[src/rtl/wm8960_i2c_responder.sv]
// WM8960 control-port I2C target: oversampled SCL/SDA, write-only frames
// {dev+W, reg[6:0]+data[8], data[7:0]} committed into a 9-bit register file.
module wm8960_i2c_responder #(
  parameter logic [6:0] DEV_ADDR    = 7'h1A,
  parameter int         NUM_REGS    = 56,
  parameter int         SYNC_STAGES = 2
) (
  input  logic       clk,
  input  logic       reset_n,
  input  logic       scl_in,
  input  logic       sda_in,
  output logic       sda_oe,
  output logic       wr_valid,
  output logic [6:0] wr_addr,
  output logic [8:0] wr_data,
  output logic       bad_addr,
  output logic       busy,
  input  logic [6:0] rd_addr,
  output logic [8:0] rd_data
);

  localparam int         NS         = (SYNC_STAGES < 2) ? 2 : SYNC_STAGES;
  localparam int         AW         = (NUM_REGS > 1) ? $clog2(NUM_REGS) : 1;
  localparam logic [7:0] REG_LIMIT  = 8'(NUM_REGS);
  localparam logic [6:0] SWRST_ADDR = 7'h0F;

  typedef enum logic [2:0] {
    IDLE, DEVADDR, ACK_DEV, REGBYTE, ACK_REG, DATABYTE, ACK_DATA, IGNORE
  } state_t;

  logic [NS-1:0] scl_sync;
  logic [NS-1:0] sda_sync;
  logic          scl_d;
  logic          sda_d;
  logic          scl_s;
  logic          sda_s;
  logic          scl_rise;
  logic          scl_fall;
  logic          start_evt;
  logic          stop_evt;
  logic          in_byte;
  logic          byte_done;
  logic [8:0]    data_word;

  state_t        state;
  logic [3:0]    bit_cnt;
  logic [7:0]    shift;
  logic [6:0]    reg_addr;
  logic          data_msb;
  logic [8:0]    regs [NUM_REGS];

  // Line synchronizers plus edge-detect stage; free-running through reset so a
  // reset released mid-frame cannot fabricate a START or STOP.
  always_ff @(posedge clk) begin
    scl_sync <= {scl_sync[NS-2:0], scl_in};
    sda_sync <= {sda_sync[NS-2:0], sda_in};
    scl_d    <= scl_sync[NS-1];
    sda_d    <= sda_sync[NS-1];
  end

  // Bus event decode from the synchronized lines.
  always_comb begin
    scl_s     = scl_sync[NS-1];
    sda_s     = sda_sync[NS-1];
    scl_rise  = scl_s & ~scl_d;
    scl_fall  = ~scl_s & scl_d;
    start_evt = scl_s & scl_d & sda_d & ~sda_s;
    stop_evt  = scl_s & scl_d & ~sda_d & sda_s;
    in_byte   = (state == DEVADDR) || (state == REGBYTE) || (state == DATABYTE);
    byte_done = in_byte & scl_fall & (bit_cnt == 4'd8);
    data_word = {data_msb, shift};
  end

  // Frame FSM, ACK drive, commit strobes and register file.
  always_ff @(posedge clk) begin
    if (!reset_n) begin
      state    <= IDLE;
      bit_cnt  <= 4'd0;
      shift    <= 8'd0;
      reg_addr <= 7'd0;
      data_msb <= 1'b0;
      sda_oe   <= 1'b0;
      wr_valid <= 1'b0;
      bad_addr <= 1'b0;
      busy     <= 1'b0;
      wr_addr  <= 7'd0;
      wr_data  <= 9'd0;
      for (int i = 0; i < NUM_REGS; i++) regs[i] <= 9'd0;
    end else begin
      wr_valid <= 1'b0;
      bad_addr <= 1'b0;
      if (in_byte && scl_rise && (bit_cnt != 4'd8)) begin
        shift   <= {shift[6:0], sda_s};
        bit_cnt <= bit_cnt + 4'd1;
      end
      if (stop_evt) begin
        state   <= IDLE;
        busy    <= 1'b0;
        sda_oe  <= 1'b0;
        bit_cnt <= 4'd0;
      end else if (start_evt) begin
        state   <= DEVADDR;
        busy    <= 1'b1;
        sda_oe  <= 1'b0;
        bit_cnt <= 4'd0;
      end else begin
        case (state)
          IDLE: begin
          end
          DEVADDR: begin
            if (byte_done) begin
              bit_cnt <= 4'd0;
              if (shift == {DEV_ADDR, 1'b0}) begin
                state  <= ACK_DEV;
                sda_oe <= 1'b1;
              end else begin
                state <= IGNORE;
              end
            end
          end
          ACK_DEV: begin
            if (scl_fall) begin
              sda_oe <= 1'b0;
              state  <= REGBYTE;
            end
          end
          REGBYTE: begin
            if (byte_done) begin
              bit_cnt  <= 4'd0;
              reg_addr <= shift[7:1];
              data_msb <= shift[0];
              sda_oe   <= 1'b1;
              state    <= ACK_REG;
            end
          end
          ACK_REG: begin
            if (scl_fall) begin
              sda_oe <= 1'b0;
              state  <= DATABYTE;
            end
          end
          DATABYTE: begin
            if (byte_done) begin
              bit_cnt <= 4'd0;
              sda_oe  <= 1'b1;
              state   <= ACK_DATA;
              // Software reset wins over the range check so it works for any NUM_REGS.
              if (reg_addr == SWRST_ADDR) begin
                for (int i = 0; i < NUM_REGS; i++) regs[i] <= 9'd0;
                wr_valid <= 1'b1;
                wr_addr  <= reg_addr;
                wr_data  <= data_word;
              end else if ({1'b0, reg_addr} < REG_LIMIT) begin
                regs[reg_addr[AW-1:0]] <= data_word;
                wr_valid <= 1'b1;
                wr_addr  <= reg_addr;
                wr_data  <= data_word;
              end else begin
                bad_addr <= 1'b1;
              end
            end
          end
          ACK_DATA: begin
            if (scl_fall) begin
              sda_oe <= 1'b0;
              state  <= IGNORE;
            end
          end
          IGNORE: begin
          end
          default: begin
            state  <= IDLE;
            sda_oe <= 1'b0;
          end
        endcase
      end
    end
  end

  // Registered read port; a same-cycle write is visible on the following read.
  always_ff @(posedge clk) begin
    if (!reset_n) begin
      rd_data <= 9'd0;
    end else if ({1'b0, rd_addr} < REG_LIMIT) begin
      rd_data <= regs[rd_addr[AW-1:0]];
    end else begin
      rd_data <= 9'd0;
    end
  end

endmodule

[config.mk]
export PLATFORM = sky130hd
export DESIGN_NAME = wm8960_i2c_responder
export DESIGN_NICKNAME = d
export VERILOG_FILES = /design/src/rtl/wm8960_i2c_responder.sv
export SDC_FILE = /design/constraint.sdc
export NUM_CORES = 1
export LEC_CHECK = 0
export CAP_MARGIN = 10
export CORE_MARGIN = 3
export CORE_UTILIZATION = 50
export DETAILED_ROUTE_END_ITERATION = 8
export PLACE_DENSITY_LB_ADDON = 0.05
export REMOVE_ABC_BUFFERS = 1
export SKIP_CTS_REPAIR_TIMING = 1
export SYNTH_ARGS = -nofsm -noshare
export SYNTH_HDL_FRONTEND = slang
export SYNTH_SLANG_ARGS = --single-unit
[constraint.sdc]
create_clock -name clk -period 5.8 [get_ports clk]
set_input_delay 1.16 -clock clk [delete_from_list [all_inputs] [get_ports clk]]
set_output_delay 1.16 -clock clk [all_outputs]
set_load 0.02 [all_outputs]
==> out/metrics.cfg, run 1 <==
[synthesis]
synth_top_family_by_area = simple AND/OR/NAND/NOR gates
synth_cell_type_count = 57
yosys.area_share.adder_pct = 0.09815
syn_area_per_cell_um2 = 14.31
muxShareOfSynthArea_pct = 11.73
ys_ff_latch = 562
synth_compound_area_share_pct = 2.797
ys_warn_count = 0
synth-edff-count = 504
synth_cells = 1781
synthesis.area_um2 = 25490
yosys.area_share.simple_pct = 18.79
synthArstFlopShare_pct = 0
synth_seq_area_share_pct = 63.92
synth_ff_type = edfxtp_1
synth-xor-area-share_pct = 0.1031

[global_route]
track_usage_pct = 24.81
grt_pass1_vias = 14830
overflow = 0
grt_max_degree = 61
antenna_found_initial = 1
grt_pass1_wl_um = 97410

[timing]
worst_clock_skew_ns = 0.009698
fmax_mhz = 270.8
slew_viol_final = 0
tns_ns = 0
worst_slack_ns = 2.107
hold_viol = 0
rsz0062_at_grt = no
worstMarginPinSlew_ns = 1.281
slew_headroom_pct = 13.67
finalSetupViolCount = 0
fin_crit_ns = 3.693
post-route-period-util_pct = 63.67

[critical_path]
cp-start-kind = primary input
cp_max_fo = 12
critPathTopFamily = simple AND/OR/NAND/NOR gates
end_kind = flop
crit_type = in -> reg
worstPathArrival_ns = 3.92
slowest_stage = o21ai_0
crit_chain = clkdlybuf4s50_1 > buf_4 > nand4_2 > or4_1 > o21ai_0
critPathRequiredTime_ns = 6.02
critPathMaxStageDelay_ns = 1.04
crit_buf_inv = 2

[route]
routed_via_density = 5.771
first_pass_iters = 5
num_vias = 14720
drtAntennaViolNets = 0
drc_errors = 0
routed_wl_um = 65410
drtIter0Drc = 1405
drt-wirelength-per-cell_um = 25.64

[die]
pin_count = 40
start_util_pct = 50.71
rows = 82
die_h_um = 231.8
core_um2 = 50270
die_area_um2 = 53730
fp.dieW_um = 231.8

[power_and_ir_drop]
internal_power_mw = 7.034
p_switching_mw = 1.888
power.share.clock_pct = 42.7
leakagePower_nw = 9.712
power_mw = 8.923
p_seq_share_pct = 52.1
pwr-share-comb_pct = 5.2
p_per_area_nw_per_um2 = 310.0
swShare_pct = 21.16
ir_drop_mv = 0.2756

[clocking]
cts-htree-levels = 2
cts_tree = done
insertion_delay_ns = 0.61
cts.sinks = 562
clockBufferDepth = 3
cts_inserted_buffers = 58
path_clk_slew_ns = 0.06
ctsRootBufferMaster = clkbuf_16

[placed_design]
hpwlAfterDp_um = 40500
dp_slack_ns = 1.460
io_buffers = 39
routabilityCongestion = 0.8309

[finish]
syn_to_final_growth_pct = 12.91
fillCellCount = 4063
register_area_um2 = 16310
drive_gt1_share_pct = 18.80
mostFrequentLayoutCells = edfxtp_1, and2_1, mux4_2
layout_commonest_cell = edfxtp_1
final_nets = 1842
multiInputGateArea_um2 = 8628

[run]
maxCapViolations = 0

[hold_path]
hp-class = reg -> reg

[outcome]
outcome = complete, no violations

==> metrics by stage <==
stage	hold slack, ns	instance area (um2)	util [%]	instances
floorplan	0.3096	24910	-	1646
global placement	0.3111	26790	53.30	2437
detailed placement	0.3167	26790	53.30	2437
CTS	0.3304	28750	57.20	2546
global route	0.3434	28780	57.25	2550
finish	0.3262	28790	57.26	2551
==> worst paths after layout <==
check	from	endpoint	slack [ns]	depth (start not counted)
setup / recovery	reset_n	regs[34][6]	2.11	5
hold / removal	scl_sync[0]	scl_sync[1]	0.33	0
setup reg to reg	reg_addr[5]	regs[34][6]	2.28	4
hold reg to reg	scl_sync[0]	scl_sync[1]	0.33	0
==> Yosys cell counts, types with 5 or more instances <==
cell type	count	area, um2
a31oi_1	17	106.4
and4_1	7	61.31
a221oi_1	7	61.31
nand2_1	41	153.9
nand3b_1	5	37.54
nor2_2	25	156.4
nand4_1	36	225.2
edfxtp_1	504	15130
nor2_4	5	56.30
mux2i_1	22	220.2
nand2b_1	16	100.1
a21oi_1	22	110.1
clkbuf_1	94	352.8
dfxtp_1	58	1161
nor2b_1	23	143.9
or4_1	8	60.06
nor3_1	5	25.02
or3_1	6	37.54
and2_1	497	3109
inv_1	8	30.03
mux4_2	122	2748
o21ai_0	60	300.3
nand3_1	44	220.2
buf_2	39	195.2
nor2_1	53	198.9
==> final cells by class <==
| class | instances | share of cell area [%] |
|---|---|---|
| repair buffers | 123 | 3.516 |
| diodes | 1 | 0.008693 |
| well taps | 672 | 2.921 |
| flip-flops and latches | 562 | 56.65 |
| clock inverters | 34 | 1.004 |
| multi-input cells | 1075 | 29.97 |
| inverters | 9 | 0.1174 |
| clock buffers | 75 | 5.807 |
==> power by group through the flow <==
stage / Combinational (mW) / Sequential, mW / Clock, mW
after floorplan: 0.244 / 4.71 / 0
after global placement: 0.463 / 4.73 / 0
after detailed placement: 0.466 / 4.73 / 0
after CTS: 0.467 / 4.65 / 3.88
after global routing: 0.491 / 4.66 / 4.02
final: 0.462 / 4.65 / 3.81
==> registers in the layout, summed over array words and instances, names as in the netlist, 2 cells and up <==
name      cells
wr_data       9
bit_cnt       4
scl_sync      2
rd_data       9
sda_sync      2
state         3
regs        504
shift         8
wr_addr       7
reg_addr      7
==> per-layer routing <==
metal  GRT usage, %  up-vias  wire length, um
li1               -     6636                -
met1          33.80     7560            27900
met2          40.84      410            31920
met3          4.428      113             3637
met4          7.978        2             1941
met5              0        -               12
==> cell families (layout without fill, tap and decap cells) <==
group | Yosys count | in the layout
AND/OR/NAND/NOR | 794 | 794
flip-flops | 562 | 562
buffers and inverters | 152 | 241
multiplexers | 146 | 146
AO/OA/AOI/OAI | 121 | 121
XOR/XNOR | 3 | 3
adder cells (fa/ha/maj) | 2 | 2
other | 1 | 10
Note: power is estimated with default switching activity, not from simulation.
==> run 2: changes to the inputs <==
==> constraint.sdc (replaced) <==
create_clock -name clk -period 3.55 [get_ports clk]
set_input_delay 0.71 -clock clk [delete_from_list [all_inputs] [get_ports clk]]
set_output_delay 0.71 -clock clk [all_outputs]
set_load 0.02 [all_outputs]
==> out/metrics.cfg, run 2 (same netlist as run 1, synthesis figures left out) <==
[power_and_ir_drop]
internal_power_mw = 11.56  ; was 7.034 mW
p_switching_mw = 3.085  ; was 1.888 mW
pwr-share-comb_pct = 5.3  ; was 5.2%
power_mw = 14.64  ; was 8.923 mW
leakagePower_nw = 9.928  ; was 9.712 nW
power.share.clock_pct = 42.7  ; about the same
p_seq_share_pct = 52.0  ; was 52.1%
ir_drop_mv = 0.3924  ; was 0.2756 mV
p_per_area_nw_per_um2 = 502.1  ; was 310.0 nW/um2
swShare_pct = 21.07  ; was 21.16%

[clocking]
clockBufferDepth = 3  ; unchanged
cts.sinks = 562  ; unchanged
ctsRootBufferMaster = clkbuf_16  ; unchanged
path_clk_slew_ns = 0.06  ; about the same
cts_tree = done  ; unchanged
cts_inserted_buffers = 58  ; unchanged
cts-htree-levels = 2  ; unchanged
insertion_delay_ns = 0.62  ; was 0.61 ns

[timing]
worst_clock_skew_ns = 0.02028  ; was 0.009698 ns
hold_viol = 0  ; unchanged
fin_crit_ns = 2.872
rsz0062_at_grt = no  ; unchanged
slew_headroom_pct = 37.00  ; was 13.67%
worstMarginPinSlew_ns = 0.9422  ; was 1.281 ns
fmax_mhz = 348.2
finalSetupViolCount = 0  ; unchanged
worst_slack_ns = 0.6784  ; was 2.107 ns
post-route-period-util_pct = 80.89
slew_viol_final = 0  ; unchanged

[placed_design]
dpl.cell_count = 2482  ; was 2437
hpwlAfterDp_um = 43080  ; was 40500 um
routabilityCongestion = 0.8462  ; was 0.8309
io_buffers = 39  ; unchanged
dp_slack_ns = 0.4078  ; was 1.460 ns

[outcome]
outcome = complete, no violations  ; unchanged

[die]
start_util_pct = 50.71  ; unchanged
pin_count = 40  ; unchanged
rows = 82  ; unchanged
die_area_um2 = 53730  ; unchanged
die_h_um = 231.8  ; unchanged
core_um2 = 50270  ; unchanged
fp.dieW_um = 231.8  ; unchanged

[global_route]
grt_pass1_vias = 14910  ; was 14830
antenna_found_initial = 4  ; was 1
grt_pass1_wl_um = 98900  ; was 97410 um
grt_max_degree = 60  ; was 61
overflow = 0  ; unchanged
track_usage_pct = 25.13  ; was 24.81%

[route]
drc_errors = 0  ; unchanged
routed_via_density = 5.790  ; was 5.771
wl_met2_um = 30810  ; was 31920 um
routed_wl_um = 66550  ; was 65410 um
top_layer_used = met5  ; unchanged
drt-wirelength-per-cell_um = 25.68  ; was 25.64 um
met3_length_um = 4751  ; was 3637 um
first_pass_iters = 5  ; unchanged
num_vias = 15010  ; was 14720
drtIter0Drc = 1430  ; was 1405
drtAntennaViolNets = 0  ; unchanged
m1WireLength_um = 29310  ; was 27900 um

[finish]
syn_to_final_growth_pct = 14.38  ; was 12.91%
top_regs = regs (504), rd_data (9), wr_data (9)  ; unchanged
layout_commonest_cell = edfxtp_1  ; unchanged
regMostFlops = regs  ; unchanged
final_nets = 1883  ; was 1842
final-instance-count-excl-fill = 2592  ; was 2551
diodes = 0  ; was 1
mostFrequentLayoutCells = edfxtp_1, and2_1, mux4_2  ; unchanged
largest_reg_flops = 504  ; unchanged
drive_gt1_share_pct = 20.36  ; was 18.80%

[critical_path]
worstPathArrival_ns = 3.20  ; was 3.92 ns
end_kind = flop  ; unchanged
critPathRequiredTime_ns = 3.87  ; was 6.02 ns
cp-start-kind = flop  ; was primary input
slowest_stage = nor3_1  ; was o21ai_0
critPathMaxStageDelay_ns = 0.70  ; was 1.04 ns
crit_type = reg -> reg  ; was in -> reg
crit_chain = nand2b_1 > nor3_1 > nor3b_1 > nor2_4 > buf_12 > o21ai_0 > buf_4  ; was clkdlybuf4s50_1 > buf_4 > nand4_2 > or4_1 > o21ai_0
cp_max_fo = 43  ; was 12

[run]
maxCapViolations = 0  ; unchanged

[hold_path]
hp-class = reg -> reg  ; unchanged

run 2: area by class of cell:
class,count,area (um2)
Multi-Input combinational cell,1075,8628
Clock buffer,89,1729
Clock inverter,21,225.2
Inverter,9,33.78
Sequential cell,562,16310
Tap cell,672,840.8
Fill cell,4008,21110
Timing Repair Buffer,164,1396
run 2: through the flow:
step | setup TNS, ns | instance area (um2) | utilization [%] | hold WS (ns)
detailed placement | 0 | 27210 | 54.12 | 0.3128
floorplan | -152.47 | 24910 | - | 0.3096
CTS | 0 | 29160 | 58.00 | 0.3270
global placement | 0 | 27210 | 54.12 | 0.3139
finish | 0 | 29160 | 58.00 | 0.3263
global route | 0 | 29160 | 58.00 | 0.3327
run 2: path summary, 6_finish.rpt:
kind	start	to	slack, ns	cells after the start
worst min register to register	sda_sync[0]	sda_sync[1]	0.33	0
worst max register to register	reg_addr[5]	regs[34][0]	0.68	7
worst min-delay path	sda_sync[0]	sda_sync[1]	0.33	0
worst max-delay path	reg_addr[5]	regs[34][0]	0.68	7
run 2: metal layers:
layer	global-route usage (%)	vias to the layer above
met2	39.09	514
met4	7.204	6
met3	5.177	102
li1	-	6721
met5	0	-
met1	36.16	7664
run 2: power groups by stage:
stage	Sequential (mW)	Combinational, mW	Clock [mW]
4_1_cts	7.62	0.784	6.34
6_report	7.62	0.778	6.25
5_1_grt	7.64	0.824	6.59
3_3_place_gp	7.75	0.778	0
3_5_place_dp	7.75	0.781	0
2_1_floorplan	7.70	0.399	0
run 2: worst max-delay path, delay by kind of cell, from the launching register on:
family | cells | cell delay (ns)
flops | 1 | 0.31
simple gates | 4 | 1.54
buf+inv | 2 | 0.46
compound gates | 1 | 0.22
